==> src/rtl/unidad_fetch.sv <==
// Instruction fetch: PC register, 2-entry {pc, inst} queue toward decode, redirect/flush.
// Optional misaligned-redirect trap enabled by defining FETCH_MISALIGN_TRAP_EN.
module unidad_fetch #(
    parameter logic [31:0] PC_RESET   = 32'h0000_0000,
    parameter logic [31:0] ADDR_LIMIT = 32'd256
) (
    input  logic        clk,
    input  logic        rst,
    input  logic        en,
    output logic [31:0] mem_addr,
    input  logic [31:0] mem_inst,
    input  logic        redirect,
    input  logic [31:0] redirect_pc,
    output logic        inst_valid,
    input  logic        inst_ready,
    output logic [31:0] inst_out,
    output logic [31:0] pc_out,
    output logic        fetch_err,
    output logic        out_of_range
);
    typedef struct packed {
        logic [31:0] pc;
        logic [31:0] inst;
    } entry_t;

    entry_t [1:0] q;
    entry_t       new_e;
    logic [31:0]  pc;
    logic [1:0]   count;
    logic         err_q;
    logic         pop, push;
    logic [31:0]  tgt_pc;
    logic         tgt_bad;

    assign mem_addr     = pc;
    assign out_of_range = pc >= ADDR_LIMIT;
    assign inst_valid   = count != 2'd0;
    assign inst_out     = q[0].inst;
    assign pc_out       = q[0].pc;
    assign fetch_err    = err_q;
    assign new_e        = '{pc: pc, inst: mem_inst};

    assign pop  = inst_valid & inst_ready;
    assign push = en & ~redirect & ~out_of_range & ~err_q & ((count < 2'd2) | pop);

`ifdef FETCH_MISALIGN_TRAP_EN
    assign tgt_pc  = redirect_pc;
    assign tgt_bad = |redirect_pc[1:0];
`else
    assign tgt_pc  = {redirect_pc[31:2], 2'b00};
    assign tgt_bad = 1'b0;
`endif

    always_ff @(posedge clk) begin
        if (rst) begin
            pc    <= PC_RESET;
            count <= 2'd0;
            q     <= '0;
            err_q <= 1'b0;
        end else if (redirect) begin
            // Flush discards any pop this cycle; stale entries are simply invalidated.
            pc    <= tgt_pc;
            count <= 2'd0;
            err_q <= tgt_bad;
        end else begin
            if (push)
                pc <= pc + 32'd4;
            count <= count + {1'b0, push} - {1'b0, pop};
            case ({push, pop})
                2'b11: begin
                    if (count == 2'd2) begin
                        q[0] <= q[1];
                        q[1] <= new_e;
                    end else begin
                        q[0] <= new_e;
                    end
                end
                2'b01: q[0] <= q[1];
                2'b10: begin
                    if (count == 2'd0)
                        q[0] <= new_e;
                    else
                        q[1] <= new_e;
                end
                default: ;
            endcase
        end
    end
endmodule

==> config.mk <==
export PLATFORM = sky130hd
export DESIGN_NAME = unidad_fetch
export DESIGN_NICKNAME = d
export VERILOG_FILES = /design/src/rtl/unidad_fetch.sv
export SDC_FILE = /design/constraint.sdc
export NUM_CORES = 1
export LEC_CHECK = 0
export ABC_AREA = 1
export CAP_MARGIN = 20
export CORE_UTILIZATION = 50
export DETAILED_ROUTE_END_ITERATION = 10
export PLACE_DENSITY = 0.74
export SYNTH_ARGS = -nofsm -noshare
export SYNTH_HDL_FRONTEND = slang
export SYNTH_SLANG_ARGS = --single-unit
==> constraint.sdc <==
create_clock -name clk -period 3.92 [get_ports clk]
set_input_delay 0.392 -clock clk [delete_from_list [all_inputs] [get_ports clk]]
set_output_delay 0.392 -clock clk [all_outputs]
set_load 0.01 [all_outputs]
# ---- Yosys cells after proc, flatten, opt, wreduce, memory -nomap -nowiden
# Index checks and enable logic that the tools add are counted.
dict set report word_totals {
  ff_bits 162
  wordCells 42
  output_inout_bits 99
  input_bits 69
}
dict set report op_classes {
  mux 8
  addsub 3
  n_reduce_logical 8
  n_lt_le_gt_ge 2
  bitwise_logic 7
  n_eq_ne 7
}
# cell count
set ops {}
lappend ops {{two-way mux 64 bit} 4}
lappend ops {{one-hot mux 64 bit (3 select lines)} 1}
lappend ops {{one-hot mux 64 bit (2 select lines)} 1}
lappend ops {{two-way mux 32 bit} 2}
lappend ops {{adder 32 x 3 -> 32 bit (second input constant)} 1}
lappend ops {{>= comparator 32 x 9 -> 1 bit (second input constant)} 1}
lappend ops {{equality test 2 bit (second input constant)} 3}
lappend ops {{!= test 2 bit (second input constant)} 3}
lappend ops {{nonzero test 2 bit} 3}
lappend ops {{AND 1 bit} 4}
lappend ops {{AND reduction 4 bit} 1}
lappend ops {{AND reduction 3 bit} 1}
lappend ops {{nonzero test 3 bit} 1}
lappend ops {{adder 2 x 1 -> 2 bit} 1}
lappend ops {{equality test 2 x 1 -> 1 bit (second input constant)} 1}
lappend ops {{zero test 2 bit} 1}
lappend ops {{less-than comparator 2 bit (second input constant)} 1}
lappend ops {{NOT 1 bit} 2}
lappend ops {{OR reduction 2 bit} 1}
lappend ops {{subtractor 2 x 1 -> 2 bit} 1}
lappend ops {{OR 1 bit} 1}

# ---- Longest topological paths before layout
dict set report logic_depth {
  depth_word 7
  ltp_mapped 18
}

# ---- Least setup slack after synthesis
# No wires, ideal clock.
dict set report synth_path {
  path_kind {register -> register}
  from {reg pc[20], in the netlist mem_addr[20]}
  to {reg count[1]}
  path_stages_with_launch 18
  n_path_buf 4
  setup_ns 0.115
  period_less_slack_ns 2.848
  path_slack_ns 1.072
  arrival_ns 2.732
  cell_sequence {dfxtp_1 > nor2_1 > nand2_1 > nor2_1 > nand2_1 > nor2_2 > nand3_1 > clkbuf_1 > nor2_1 > ha_1 > clkbuf_1 > buf_2 > buf_1 > inv_1 > ha_1 > xnor2_1 > xor2_1 > and3_1}
}
dict set report synth_between {
  elab_chain_len 6
}
# item line_no
set synth_lines {}
lappend synth_lines {{from (decl)} 28} ;# logic [31:0] pc;
lappend synth_lines {{from (signal assigned)} 62} ;# pc <= tgt_pc;
lappend synth_lines {{from (signal assigned)} 67} ;# pc <= pc + 32'd4;
lappend synth_lines {{>= comparator 32 x 9 -> 1 bit} 36} ;# assign out_of_range = pc >= ADDR_LIMIT;
lappend synth_lines {{NOT 1 bit} 44} ;# assign push = en & ~redirect & ~out_of_range & ~err_q & ((count < 2'd2) | pop);
lappend synth_lines {{AND 1 bit (2 in series)} 44}
lappend synth_lines {{adder 2 x 1 -> 2 bit} 68} ;# count <= count + {1'b0, push} - {1'b0, pop};
lappend synth_lines {{subtractor 2 x 1 -> 2 bit} 68}
lappend synth_lines {{to (signal assigned)} 68}
lappend synth_lines {{to (decl)} 29} ;# logic [1:0] count;
# No other way between the ends.
# A chain may end at the register's enable or synchronous reset.

# ---- Worst setup path after layout
dict set report layout_path {
  from {reg pc[28], in the netlist mem_addr[28]}
  to {reg q, in the netlist pc_out[12]}
}
dict set report layout_between {
  elab_chain_len 7
  elab_cells_between_ends 11
}
# item line_no
set layout_lines {}
lappend layout_lines {{>= comparator 32 x 9 -> 1 bit (*)} 36}
lappend layout_lines {{NOT 1 bit (*)} 44}
lappend layout_lines {{AND 1 bit (*) (2 in series)} 44}
lappend layout_lines {{equality test 2 bit or equality test 2 x 1 -> 1 bit (tied branches)} 69} ;# case ({push, pop})
lappend layout_lines {{!= test 2 bit (no line) or nonzero test 3 bit (tied branches)} --}
lappend layout_lines {{AND reduction 3 bit (no line)} --}
lappend layout_lines {{to (decl)} 26} ;# entry_t [1:0] q;
# Mark *: on every way between the ends. The rest lies on a longest branch, timed or not.

==> impl_metrics.json <==
{
  "status": "complete, no violations",
  "cp.required_ps": 4240,
  "vdd_drop_max_uv": 308,
  "synth_xor_xnor_area_share_pct": 0.305,
  "yosys_warnings": 0,
  "worstPathArrival_ps": 3310,
  "synthTopCellsByCount": "nand2_1 (301), a21oi_1 (277), dfxtp_1 (156)",
  "synth_async_sr_flop_share_pct": 0,
  "min_delay_path_depth": 2,
  "wirelength_um": 22300,
  "nets": 1424,
  "r2r_slack_ps": 930,
  "setup_tns_ps": 0,
  "rows": 47,
  "cts.repair.resized": 0,
  "synthToLayoutAreaGrowth_pct": 20.8,
  "slew_violations": 0,
  "slew-limit-headroom_pct": 38.9,
  "synth_edf_count": 0,
  "n_antenna_cell": 0,
  "ant_nets": 0,
  "end_kind": "register",
  "dieArea_um2": 17800,
  "worst_path_max_delay_cell": "ha_2",
  "startpoint_type": "register",
  "fin_crit_sh_pct": 76.3,
  "synth_compound_area_share_pct": 23.8,
  "post_drt_wl_per_cell_um": 14.1,
  "first_global_vias": 7416,
  "final-hold-violation-count": 0,
  "cap_violations": 0,
  "cts_root_buf": "clkbuf_16",
  "synth_cell_types": 27,
  "crit-reg2reg-launch": "mem_addr[28]$_SDFFE_PP0P_",
  "place_hpwl_um": 13400,
  "die_w_um": 133,
  "min_to": "q[64]$_SDFFE_PP0P_",
  "grt_start_max_net_pins": 91,
  "crit_chain": "nor2_1 -> nand2_1 -> nor2_1 -> nand2_1 -> nor2_2 -> nand3_1 -> nor2_1 -> inv_1 -> ha_2 -> buf_4 -> nand2_1 -> a21oi_1 -> a21oi_1 -> nand3_1 -> nand2_1 -> nor2_1",
  "vias": 8478,
  "avgSynthCellArea_um2": 6.52,
  "yosys.area.top_type": "dfxtp_1",
  "setup-violations-final": 0,
  "drt-initial-drc-count": 614,
  "startpoint": "mem_addr[28]$_SDFFE_PP0P_",
  "dieHeight_um": 133,
  "synth_mux_area_share_pct": 0,
  "synth-simple-area-share_pct": 23.0,
  "drc_errors": 0,
  "critPathKind": "reg2reg",
  "start_util_pct": 51.6,
  "slowest_delay_ps": 440,
  "max_slew.worst_pin.slew_ps": 916,
  "drive_above_1_share_pct": 4.26,
  "clk_pin_slew_ps": 60,
  "cts_max_path_buffers": 2,
  "max_freq_ghz": 0.334,
  "post-route-util_pct": 62.4,
  "grt_pass1_wl_um": 36400,
  "critical_path.max_fanout": 34,
  "htreeDepth": 4,
  "core_region_area_um2": 16700,
  "first_pass_iters": 5,
  "grt_overflow": 0,
  "ys_seq_area_share_pct": 36.2,
  "postCtsHoldBufs": 0,
  "synthTopCellsByArea": "dfxtp_1 (36%), a21oi_1 (16%), nand2_1 (13%), o21ai_0 (7.3%), buf_4 (5.8%)",
  "numPortBuffers": 160,
  "antenna_found_initial": 0,
  "synth_top_family_by_area": "compound AO/OA/AOI/OAI gates",
  "synth-main-ff-cell": "dfxtp_1",
  "track_usage_pct": 25.0,
  "holdCritPathClass": "reg2reg",
  "yosysTopAreaCellShare_pct": 36.2,
  "hp-start": "q[64]$_SDFFE_PP0P_",
  "cts_tree": "yes",
  "fin_crit_ps": 2990,
  "cts_made_buffers": 17,
  "synthAdderAreaFrac_pct": 1.02,
  "hold_ws_ps": 460,
  "grt_setup_unrepaired": "no",
  "place_congestion": 0.770,
  "leakagePower_uw": 0.00363,
  "placed_cells": 1549,
  "clk_latency_ps": 430,
  "reg2reg_depth": 16,
  "finClkSkew_ps": 10.7,
  "netlist_instances": 1323,
  "yosysMostFrequentCell": "nand2_1",
  "powerDensity_nw_per_um2": 385,
  "r2r_end": "pc_out[12]$_SDFFE_PP0P_",
  "layoutNonFillerInstCount": 1581,
  "finalPower_uw": 4020,
  "syn_area_um2": 8630,
  "vias_per_cell": 5.36,
  "cts_setup_buffers": 0,
  "synth-seq-cells": 156,
  "pin_count": 168,
  "fillers": 1616,
  "clock_sinks": 156
}
-- sequential cells by signal (all words and copies together), names as in the netlist --
name	cells
count	2
inst_out	32
mem_addr	30
pc_out	30
q	62
-- cell families (layout without fill, tap and decap cells) --
family,after synthesis,after routing
fa+ha+maj,7,7
flops,156,156
compound gates,408,408
simple gates,489,489
other cells,1,5
xor+xnor,3,3
buf+inv,259,293
-- worst max path at each step --
| stage | end | slack, ps | cells after the start |
|---|---|---|---|
| floorplan | count[1]$_SDFF_PP0_ | 1070 | 17 |
| global route | pc_out[31]$_SDFFE_PP0P_ | 640 | 16 |
| CTS | pc_out[12]$_SDFFE_PP0P_ | 910 | 16 |
| detailed placement | pc_out[22]$_SDFFE_PP0P_ | 800 | 14 |
| global placement | pc_out[12]$_SDFFE_PP0P_ | 840 | 14 |
| finish | pc_out[12]$_SDFFE_PP0P_ | 930 | 16 |
-- through the flow --
stage / area (µm²) / setup slack (ps)
final: 10400 / 929
after global routing: 10400 / 640
after CTS: 10400 / 912
after detailed placement: 9700 / 802
after global placement: 9700 / 836
after floorplan: 8640 / 1070
-- critical path: cells and delay by family (launching register included) --
kind / cells / cell delay [ps]
AOI/OAI and AO/OA: 2 / 250
adders and majority gates: 1 / 440
buffers and inverters: 2 / 490
DFF: 1 / 380
and+or+nand+nor: 11 / 1310
-- layout make-up --
cell class / instances / area (µm²) / area share, %
flip-flops and latches: 156 / 3120 / 30.0
inverters: 84 / 319 / 3.06
well taps: 220 / 275 / 2.64
clock buffers: 20 / 457 / 4.38
clock inverters: 12 / 264 / 2.53
multi-input cells: 912 / 4210 / 40.4
repair buffers: 177 / 1780 / 17.1
-- where the power goes --
part           leakage (µW)  internal, µW  switching [µW]
clock network      0.000354          1360             661
registers           0.00126          1610            35.5
logic               0.00202           168             185
total               0.00363          3130             881
-- cell usage in the layout, fill, tap and decap left out --
cell type        netlist  final
o31ai_1                2      2
nand3_1               96     96
clkbuf_8               0      2
nor3b_1                1      1
clkbuf_16              0     17
ha_1                   7      5
ha_2                   0      1
nor2_1                82     82
inv_4                  0      1
o2111ai_4              0      1
nor3_1                 1      1
o21ai_0              126    126
o21ai_1                2      2
a21oi_1              277    277
conb_1                 1      5
ha_4                   0      1
inv_2                  2      2
xor2_1                 1      1
buf_12                 0      4
nand4_1                4      4
clkdlybuf4s50_1        0    160
clkinv_2               0      4
dfxtp_1              156    156
nor2_4                 1      1
buf_4                 67     13
bufinv_16              0      8
and3_1                 1      1
nor2_2                 1      1
inv_1                 82     80
clkbuf_1              65      1
nand2_1              301    301
xnor2_1                2      2
nand2_4                0      1
clkinv_4               0      1
-- layer usage --
metal	up-vias	routed length (µm)	track usage (%)
met4	0	303	7.64
li1	4315	-	-
met2	270	10200	38.9
met1	3870	10300	34.1
met5	-	0	0
met3	23	1530	5.86
Note: power is estimated with default switching activity, not from simulation.
